### config.mk
export PLATFORM = sky130hd
export DESIGN_NAME = rom_read_arbiter
export DESIGN_NICKNAME = d
export VERILOG_FILES = /design/src/rtl/rom_read_arbiter.sv
export SDC_FILE = /design/constraint.sdc
export NUM_CORES = 1
export LEC_CHECK = 0
export ABC_AREA = 1
export ABC_CLOCK_PERIOD_IN_PS = 1850
export CORE_ASPECT_RATIO = 1.4
export CORE_MARGIN = 3
export CORE_UTILIZATION = 44
export CTS_CLUSTER_SIZE = 14
export DETAILED_ROUTE_END_ITERATION = 12
export PLACE_DENSITY = 0.95
export SYNTH_ARGS = -nofsm -noshare
export SYNTH_HDL_FRONTEND = slang
export SYNTH_SLANG_ARGS = --single-unit
### constraint.sdc
create_clock -name clock -period 1.85 [get_ports clock]
set_clock_uncertainty 0.1 [all_clocks]
set_input_delay 0.37 -clock clock [delete_from_list [all_inputs] [get_ports clock]]
set_output_delay 0.37 -clock clock [all_outputs]
set_load 0.02 [all_outputs]
### src/rtl/rom_read_arbiter.sv
// Two-port read arbiter in front of a single synchronous-read ROM32x256.
// Define ROM_ARB_FIXED_PRI_EN to replace round-robin with fixed port-0 priority.
module rom_read_arbiter #(
  parameter int ADDR_W      = 8,
  parameter int DATA_W      = 32,
  parameter int ROM_LATENCY = 1
) (
  input  logic              clock,
  input  logic              reset,
  input  logic              req0,
  input  logic [ADDR_W-1:0] addr0,
  output logic              gnt0,
  output logic              rvalid0,
  output logic [DATA_W-1:0] rdata0,
  input  logic              req1,
  input  logic [ADDR_W-1:0] addr1,
  output logic              gnt1,
  output logic              rvalid1,
  output logic [DATA_W-1:0] rdata1,
  output logic [ADDR_W-1:0] rom_address,
  input  logic [DATA_W-1:0] rom_q
);

  logic                   w_gnt0;
  logic                   w_gnt1;
  logic                   w_grant;
  logic                   w_retValid;
  logic                   w_retPort;
  logic [ADDR_W-1:0]      r_lastAddr;
  logic [ROM_LATENCY-1:0] r_tagValid;
  logic [ROM_LATENCY-1:0] r_tagPort;
  logic                   r_rvalid0;
  logic                   r_rvalid1;
  logic [DATA_W-1:0]      r_rdata0;
  logic [DATA_W-1:0]      r_rdata1;

`ifdef ROM_ARB_FIXED_PRI_EN
  always_comb begin
    w_gnt0 = 1'b0;
    w_gnt1 = 1'b0;
    if (!reset) begin
      if (req0)      w_gnt0 = 1'b1;
      else if (req1) w_gnt1 = 1'b1;
    end
  end
`else
  // Last granted port; reset to 1 so port 0 wins the first contention.
  logic r_lastGrant;

  always_comb begin
    w_gnt0 = 1'b0;
    w_gnt1 = 1'b0;
    if (!reset) begin
      if (req0 && req1) begin
        if (r_lastGrant) w_gnt0 = 1'b1;
        else             w_gnt1 = 1'b1;
      end else if (req0) begin
        w_gnt0 = 1'b1;
      end else if (req1) begin
        w_gnt1 = 1'b1;
      end
    end
  end

  always_ff @(posedge clock) begin
    if (reset)        r_lastGrant <= 1'b1;
    else if (w_grant) r_lastGrant <= w_gnt1;
  end
`endif

  assign w_grant = w_gnt0 | w_gnt1;
  assign gnt0    = w_gnt0;
  assign gnt1    = w_gnt1;

  always_comb begin
    rom_address = r_lastAddr;
    if (w_gnt0)      rom_address = addr0;
    else if (w_gnt1) rom_address = addr1;
  end

  always_ff @(posedge clock) begin
    if (reset)        r_lastAddr <= '0;
    else if (w_grant) r_lastAddr <= rom_address;
  end

  // Tag shift register mirrors the ROM pipeline so each word finds its owner.
  always_ff @(posedge clock) begin
    if (reset) begin
      r_tagValid <= '0;
      r_tagPort  <= '0;
    end else begin
      r_tagValid[0] <= w_grant;
      r_tagPort[0]  <= w_gnt1;
      for (int i = 1; i < ROM_LATENCY; i++) begin
        r_tagValid[i] <= r_tagValid[i-1];
        r_tagPort[i]  <= r_tagPort[i-1];
      end
    end
  end

  assign w_retValid = r_tagValid[ROM_LATENCY-1];
  assign w_retPort  = r_tagPort[ROM_LATENCY-1];

  always_ff @(posedge clock) begin
    if (reset) begin
      r_rvalid0 <= 1'b0;
      r_rvalid1 <= 1'b0;
      r_rdata0  <= '0;
      r_rdata1  <= '0;
    end else begin
      r_rvalid0 <= w_retValid && !w_retPort;
      r_rvalid1 <= w_retValid && w_retPort;
      if (w_retValid && !w_retPort) r_rdata0 <= rom_q;
      if (w_retValid && w_retPort)  r_rdata1 <= rom_q;
    end
  end

  assign rvalid0 = r_rvalid0;
  assign rvalid1 = r_rvalid1;
  assign rdata0  = r_rdata0;
  assign rdata1  = r_rdata1;

endmodule

Word-level counts from Yosys, hierarchy flattened
Index checks and enable logic that the tools add are counted.
Cells by class
  $add $sub $neg: 0
  multipliers: 0
  divide/modulo/power cells: 0
  magnitude comparators: 0
  eq/ne operators: 0
  shifts and indexed selects: 0
  muxes and demuxes: 11
  bitwise gates (word level): 1
  reduce and logical (&&, ||, !) cells: 4
Operators with widths (number)
  $mux 8: 2
  $mux 1: 9
  $logic_and 1x1->1: 3
  $logic_not 1->1: 1
  $or 1x1->1: 1
Storage, ports and cells
  register bits: 77
  latch bits: 0
  RAM bits: 0
  ROM bits: 0
  input bits: 52
  word-level logic and storage cells: 24
  memories kept: 0

Depth between registers and ports, before layout
Gate-level depths: netlist of run 1.
  depth in word-level cells: 6
  gate-level depth with buffers: 7
  mapped depth without buffers: 6

Worst setup path before layout of run 1
No wires, ideal clock.
  path kind: in2out
  start: in reset
  end: out gnt1
  arrival time: 0.993 ns
  required time: 1.380 ns
  path slack: 0.387 ns
  cell stages on the path: 5
  path buffers: 2
  cells stage by stage: inv_2 > buf_4 > buf_2 > nand3_1 > inv_1
On the way
  cells in the longest elaborated chain, start to end: 1
Ends and longest elaborated chain
  from (decl): RTL line 9  | input logic reset,
  $mux 1: RTL line 53  | if (!reset) begin
  to (decl): RTL line 17  | output logic gnt1,
Every way passes these cells.

Worst setup path in the final report of run 1
  start: in reset
  end: out rom_address[3]
On the way
  cells in the longest elaborated chain, start to end: 3
Ends and longest elaborated chain
  $mux 1: RTL line 53
  $mux 8: RTL line 78  | else if (w_gnt1) rom_address = addr1;
  $mux 8 *: RTL line 77  | if (w_gnt0) rom_address = addr0;
  to (decl): RTL line 20  | output logic [ADDR_W-1:0] rom_address,
Mark *: on every way between the ends. The rest lies on a longest branch, timed or not.

==> qor.txt, run 1 <==
Crit-path max FO = 9
Total of max-cap violations = 0
# nets final = 549
Worst hold slack = 0.231 ns
Gr usage total = 0.250
RSZ-0062 raised after global routing = yes
Synth-to-layout area growth = 58.9%
CTS tree = yes
Routed via count divided by cell count = 5.20
Diodes inserted = 0
Synth warn = 0
Post-route ant nets = 0
Synthesized area = 2800 um^2
Comb power frac = 0.214
Lkg Pwr = 0.00191 uW
# hold bufs at CTS = 0
Yosys reg bits = 77
Syn nets = 413
Detailed Route Iter0 Violations = 183
Detailed Routing Iterations Pass 1 = 4
Initial core utilization = 0.467
Max-slew violation count = 0
Relative slew slack = 0.598
CP Capture Type = output pin
Area contributors post-synth = dfxtp_1 (55%), nor2_1 (18%), o21ai_0 (11%)
Grt ovf = 0
FP Rows = 33
Worst VDD drop = 0.684 mV
Top cell type's share of synthesized area = 0.551
CTS Buf Count = 9
Drc violations = 0
Clock sinks = 77
Clock Path Buffers = 2
DP Worst Slack = -0.697 ns
Core area = 5990 um^2
Via count = 2976
PortBufs = 127
Power Total = 3870 uW
Most common cell after layout, fill and taps aside = nor2_1
Number of top-level pins = 128
Syn_area_per_cell = 7.75 um^2
DR WL/cell = 15.4 um
Worst slew pin tran = 0.602 ns
Fin. Hold Viols = 0
Critical path class = input port to output pin
Outcome = completed
Clk Tree Root Cell = clkbuf_8
Crit-path cells = dlygate4sd2_1, inv_2, buf_4, nand2_4, nand3_1, nand3_2, buf_6
Synthesized instance count = 361
Fillers = 396
DP HPWL = 5690 um
Final setup fails = 0
Post-route setup slack = 0.0307 ns
Minimum clock period after layout = 1.82 ns
Critical path required time = 1.38 ns
First-pass GRT wire length = 14200 um
Die width = 73.4 um
Die span in y = 100 um
Count of different cell masters after synthesis = 15
Pwr dens = 871 nW/um^2
Clock share of power = 0.314
Die ar. = 7360 um^2
Crit-path slowest cell = dlygate4sd2_1
Setup crit start kind = input port
Final wirelength = 8800 um
Antenna violations before repair = 0
Synth area leader = dfxtp_1
Clock-pin slew on the worst setup and hold paths = 0.08 ns
Vias in the first global route = 3017
Slowest stage delay, CP = 0.25 ns
Switching power share of the total = 0.281
H-tree depth = 3
Fin crit share = 0.983
RePlAce Congestion = 0.856
Hold/Removal Path Class = input port to flop
Switching power = 1090 uW
Worst-skew pair later-pin latency = 0.34 ns
Largest net degree at the start of global routing = 65
Peak Freq = 550 MHz
Sequential power share = 0.471
Layout cells sized above 1 = 0.125
Most frequent cells in the layout = nor2_1 (130), clkdlybuf4s50_1 (114), dfxtp_1 (77), o21ai_0 (64)
Setup TNS = 0 ns
Register area share after synthesis = 0.551
Power Internal = 2780 uW
CP arrival = 1.35 ns
## routing by layer
metal  GRT usage  routed length (um)
met1       0.259                3070
met2       0.438                4570
met3      0.0812                 800
met4       0.130                 350
met5           0                   0
## area by class of cell
class / instances / area, um^2 / area share
repair buffers: 147 / 1430 / 0.322
clock inverters: 6 / 63.8 / 0.0144
well taps: 70 / 87.6 / 0.0197
multi-input cells: 245 / 1130 / 0.254
clock buffers: 10 / 128 / 0.0287
inverters: 17 / 63.8 / 0.0144
flip-flops and latches: 77 / 1540 / 0.347
## worst max-delay path, delay by kind of cell
kind	cells	cell delay [ns]
buffers and inverters	4	0.65
and+or+nand+nor	3	0.31
## synth_stat cells (all sizes together)
library cell	number
buf	18
clkbuf	4
dfxtp	77
inv	17
nand2	15
nand3	25
nand4	8
nor2	132
o211ai	1
o21ai	64
## registers in the layout, indices dropped and copies added, names as in the netlist
signal / cells
rdata0: 32
rdata1: 32
r_lastAddr: 8
r_lastGrant: 1
r_tagPort: 1
r_tagValid: 1
rvalid0: 1
rvalid1: 1
## worst paths after layout
path / end / from / depth (start not counted) / slack [ns]
max: rom_address[3] / reset / 7 / 0.03
min: r_lastGrant / req0 / 2 / 0.23
max reg2reg: rdata0[26] / r_tagPort / 4 / 0.53
min reg2reg: rdata1[17] / rdata1[17] / 2 / 0.38
## cells by family (layout without fill, tap and decap cells)
| group | after synthesis | in the layout | synth area share |
|---|---|---|---|
| AND/OR/NAND/NOR | 180 | 180 | 0.264 |
| buffers and inverters | 39 | 180 | 0.0680 |
| AO/OA/AOI/OAI | 65 | 65 | 0.117 |
| flip-flops | 77 | 77 | 0.551 |
## power groups by stage
stage               Sequential [uW]  Clock, uW  Combinational, uW
global placement               1850          0                765
global route                   1830       1310                894
floorplan                      1970          0                261
detailed placement             1860          0                784
CTS                            1820       1250                817
finish                         1820       1220                829
## metrics by stage
stage | utilization | cells | area (um^2)
2_1_floorplan | - | 361 | 2800
3_3_place_gp | 0.690 | 549 | 4130
3_5_place_dp | 0.690 | 549 | 4130
4_1_cts | 0.740 | 572 | 4430
5_1_grt | 0.742 | 572 | 4440
6_report | 0.742 | 572 | 4440
## what timing repair did
item                                    in CTS  in global routing
cloned                                       2                  0
resized for setup                           73                  5
endpoints found under the setup margin      10                  9
buffers inserted                             5                  0
pin swaps                                    7                  1
No activity file was read; power rests on OpenSTA's default activity.
==> run 2: changes to the inputs <==
--- a/config.mk
+++ b/config.mk
@@ -13,6 +13,7 @@
 export CTS_CLUSTER_SIZE = 14
 export DETAILED_ROUTE_END_ITERATION = 12
 export PLACE_DENSITY = 0.95
+export SLEW_MARGIN = 20
 export SYNTH_ARGS = -nofsm -noshare
 export SYNTH_HDL_FRONTEND = slang
 export SYNTH_SLANG_ARGS = --single-unit
==> results of run 2 <==
Final layout, timing and power as in run 1 (identical DEF).
==> run 3: changes to the inputs <==
--- a/config.mk
+++ b/config.mk
@@ -5,14 +5,15 @@
 export SDC_FILE = /design/constraint.sdc
 export NUM_CORES = 1
 export LEC_CHECK = 0
-export ABC_AREA = 1
 export ABC_CLOCK_PERIOD_IN_PS = 1850
 export CORE_ASPECT_RATIO = 1.4
 export CORE_MARGIN = 3
-export CORE_UTILIZATION = 44
+export CORE_UTILIZATION = 45
+export CTS_CLUSTER_DIAMETER = 30
 export CTS_CLUSTER_SIZE = 14
 export DETAILED_ROUTE_END_ITERATION = 12
 export PLACE_DENSITY = 0.95
+export SKIP_LAST_GASP = 1
 export SLEW_MARGIN = 20
 export SYNTH_ARGS = -nofsm -noshare
 export SYNTH_HDL_FRONTEND = slang
==> run 3 against run 2 <==
  * The run now ends with setup timing left
  * Utilization increased by 0.67 points
  * Setup slack got worse by 0.16 ns
  * Maximum frequency decreased by 7.9%
  * Global-route usage decreased by 1.2 points
  * Final cell count decreased by 1.9%
  * Largest cell class unchanged
  * Largest power group unchanged
==> qor.txt, run 3 <==
EDFF count, synth = 0 (unchanged)
CTS Buf Count = 9 (unchanged)
PortBufs = 127 (unchanged)
Clock-pin slew on the worst setup and hold paths = 0.07 ns (about the same)
Minimum clock period after layout = 1.98 ns (+0.156 ns)
Setup crit start kind = flop
Layout cells sized above 1 = 0.130 (+0.00485)
Fin crit share = 1.07 (+0.0843)
Peak Freq = 506 MHz (-7.9%)
Setup TNS = -0.978 ns (-0.978 ns)
Detailed Route Iter0 Violations = 123 (-33%)
R2r startpoint = r_tagPort
CP bufs+invs = 2 (-2)
WP depth = 5 (-2)
Post-route ant nets = 0 (unchanged)
Clock share of power = 0.349 (+0.035)
Count of different cell masters after synthesis = 22 (+7)
Clock Path Buffers = 2 (unchanged)
Die ar. = 7400 um^2 (+0.50%)
FP Rows = 33 (unchanged)
Detailed Routing Iterations Pass 1 = 4 (unchanged)
Syn nets = 402 (-2.7%)
Syn_area_per_cell = 8.22 um^2 (+6.1%)
Yosys reg bits = 77 (unchanged)
Hold/Removal Path Class = flop to flop
Synth-to-layout area growth = 57.0%
Max-slew violation count = 0 (unchanged)
Crit Reg-Reg Endpoint = rdata1[12]
Switching power share of the total = 0.250 (-0.0313)
Most frequent cells in the layout = nand2_1 (129), clkdlybuf4s50_1 (114), dfxtp_1 (76), a21oi_1 (64), buf_4 (23)
Total of max-cap violations = 0 (unchanged)
# nets final = 539 (-1.8%)
Die span in y = 101 um (+0.25%)
CP startpoint = r_lastGrant
Predominant post-synthesis flop cell = dfxtp_1
Critical path required time = 1.38 ns (about the same)
Power Internal = 2830 uW (+1.7%)
Worst slew pin tran = 0.719 ns (+0.117 ns)
Core area = 6030 um^2 (+0.69%)
Vias in the first global route = 3051 (+1.1%)
Grt ovf = 0 (unchanged)
Final Util = 0.749 (+0.00675)
Die width = 73.6 um (+0.25%)
Crit-path cells = nor2b_4, nor3_4, buf_12, a221o_1, buf_6
Number of top-level pins = 128 (unchanged)
First-pass GRT wire length = 13700 um (-3.3%)
Final wirelength = 8690 um (-1.2%)
Drc violations = 0 (unchanged)
Antenna violations before repair = 0 (unchanged)
DP HPWL = 6440 um (+13%)
Post-route setup slack = -0.125 ns (-0.156 ns)
Crit-path slowest cell = dfxtp_4
Comb power frac = 0.181 (-0.033)
Synthesized instance count = 350 (-3.0%)
Reg2Reg Depth = 4 (unchanged)
DR WL/cell = 15.5 um (+0.76%)
Initial core utilization = 0.477 (+0.00988)
Final setup fails = 9 (+9)
CTS tree = yes
Outcome = finished with violations
Worst VDD drop = 0.470 mV (-31%)
Most common cell after layout, fill and taps aside = nand2_1
# hold bufs at CTS = 0 (unchanged)
Fin. Hold Viols = 0 (unchanged)
Crit-path max FO = 9 (unchanged)
Synth warn = 0 (unchanged)
Slowest stage delay, CP = 0.37 ns (+0.12 ns)
RSZ-0062 raised after global routing = yes
Clock sinks = 77 (unchanged)
Gr usage total = 0.238 (-0.0118)
RePlAce Congestion = 0.799 (-6.6%)
Synthesized area = 2880 um^2 (+2.8%)
CP arrival = 1.51 ns (+0.16 ns)
R2R Setup Slk = 0.43 ns (-0.10 ns)
Routed via count divided by cell count = 5.30 (+1.8%)
Lkg Pwr = 0.00168 uW (-12%)
Diodes inserted = 0 (unchanged)
Switching power = 940 uW (-13%)
Commonest cells in the netlist = nand2_1 (129), dfxtp_1 (77), a21oi_1 (64)
H-tree depth = 3 (unchanged)
Worst-skew pair later-pin latency = 0.33 ns (about the same)
CP endpoint = rom_address[4]
Clk Tree Root Cell = clkbuf_8
Register area share after synthesis = 0.536 (-0.0151)
Critical path class = flop to output pin
Relative slew slack = 0.521 (-0.0772)
Synth area leader = dfxtp_1
Via count = 2972 (-0.13%)
Ys async rst share = 0 (unchanged)
Largest net degree at the start of global routing = 74 (+14%)
Top cell type's share of synthesized area = 0.536 (-0.0151)
Violated checks = setup timing
Count leader, synth = nand2_1
Area contributors post-synth = dfxtp_1 (54%), nand2_1 (17%), a21oi_1 (11%)
Top delay family on crit path = flip-flops
Pwr dens = 835 nW/um^2 (-4.1%)
Sequential power share = 0.470 (about the same)
CP Capture Type = output pin
-- run 3: changes by cell type after synthesis, sizes merged, moves of 9 or more --
| cell | delta |
|---|---|
| nor2 | -120 |
| nand2 | +114 |
| a21oi | +64 |
| o21ai | -64 |
| nand3 | -25 |
| inv | -15 |
| and2 | +9 |
| nor3 | +9 |
-- run 3: power by group through the flow --
stage	Sequential, uW	Combinational, uW	Clock, uW
2_1_floorplan	1880	242	0
3_3_place_gp	1810	647	0
3_5_place_dp	1810	669	0
4_1_cts	1770	678	1340
5_1_grt	1780	731	1410
6_report	1770	681	1310
-- run 3: worst min path at each step --
stage                        startpoint       endpoint  slack [ns]  cells after the start
after floorplan           r_lastAddr[0]  r_lastAddr[0]        0.37                      2
after global placement       rdata0[16]     rdata0[16]        0.34                      2
after detailed placement     rdata1[28]     rdata1[28]        0.35                      2
after CTS                         reset  r_lastAddr[3]        0.34                      3
after global routing              reset  r_lastAddr[3]        0.36                      3
final                        rdata1[28]     rdata1[28]        0.35                      2
-- run 3: layer usage --
metal	vias up	part of all wire	track usage
met2	113	0.57	0.427
li1	1438	-	-
met5	-	0	0
met3	13	0.074	0.0729
met4	0	0.015	0.121
met1	1408	0.34	0.241
-- run 3: cells by family (layout without fill, tap and decap cells) --
group,Yosys count,after routing,share of synthesized area
flip-flops,77,77,0.536
AO/OA/AOI/OAI,83,83,0.177
buffers and inverters,28,168,0.0496
AND/OR/NAND/NOR,162,163,0.238
-- run 3: area by class of cell --
type	instances	area [um^2]
repair buffers	151	1460
well taps	70	87.6
clock buffers	11	131
clock inverters	4	73.8
flip-flops and latches	77	1550
fillers	452	1510
inverters	2	7.51
multi-input cells	246	1200
-- run 3: through the flow --
stage | cell area [um^2] | total power [uW] | worst slack [ns] | instances | hold slack, ns
CTS | 4490 | 3790 | -0.130 | 560 | 0.338
finish | 4510 | 3770 | -0.125 | 561 | 0.353
global placement | 4280 | 2450 | -0.796 | 545 | 0.341
global route | 4510 | 3920 | -0.192 | 561 | 0.359
detailed placement | 4280 | 2480 | -0.859 | 545 | 0.345
floorplan | 2880 | 2120 | 0.0900 | 350 | 0.371
-- run 3: timing repair --
item / 4_1_cts / 5_1_grt
endpoints found under the hold margin: 0 / 0
buffers inserted: 7 / 1
resized for setup: 61 / 1
pin swaps: 5 / 5
cloned: 1 / 0
endpoints found under the setup margin: 10 / 10
-- run 3: worst reg2reg max path: stages (launching register included) --
cell,delay (ns)
dfxtp_1,0.37
and2_1,0.38
buf_4,0.27
nand2_1,0.08
a21oi_1,0.14
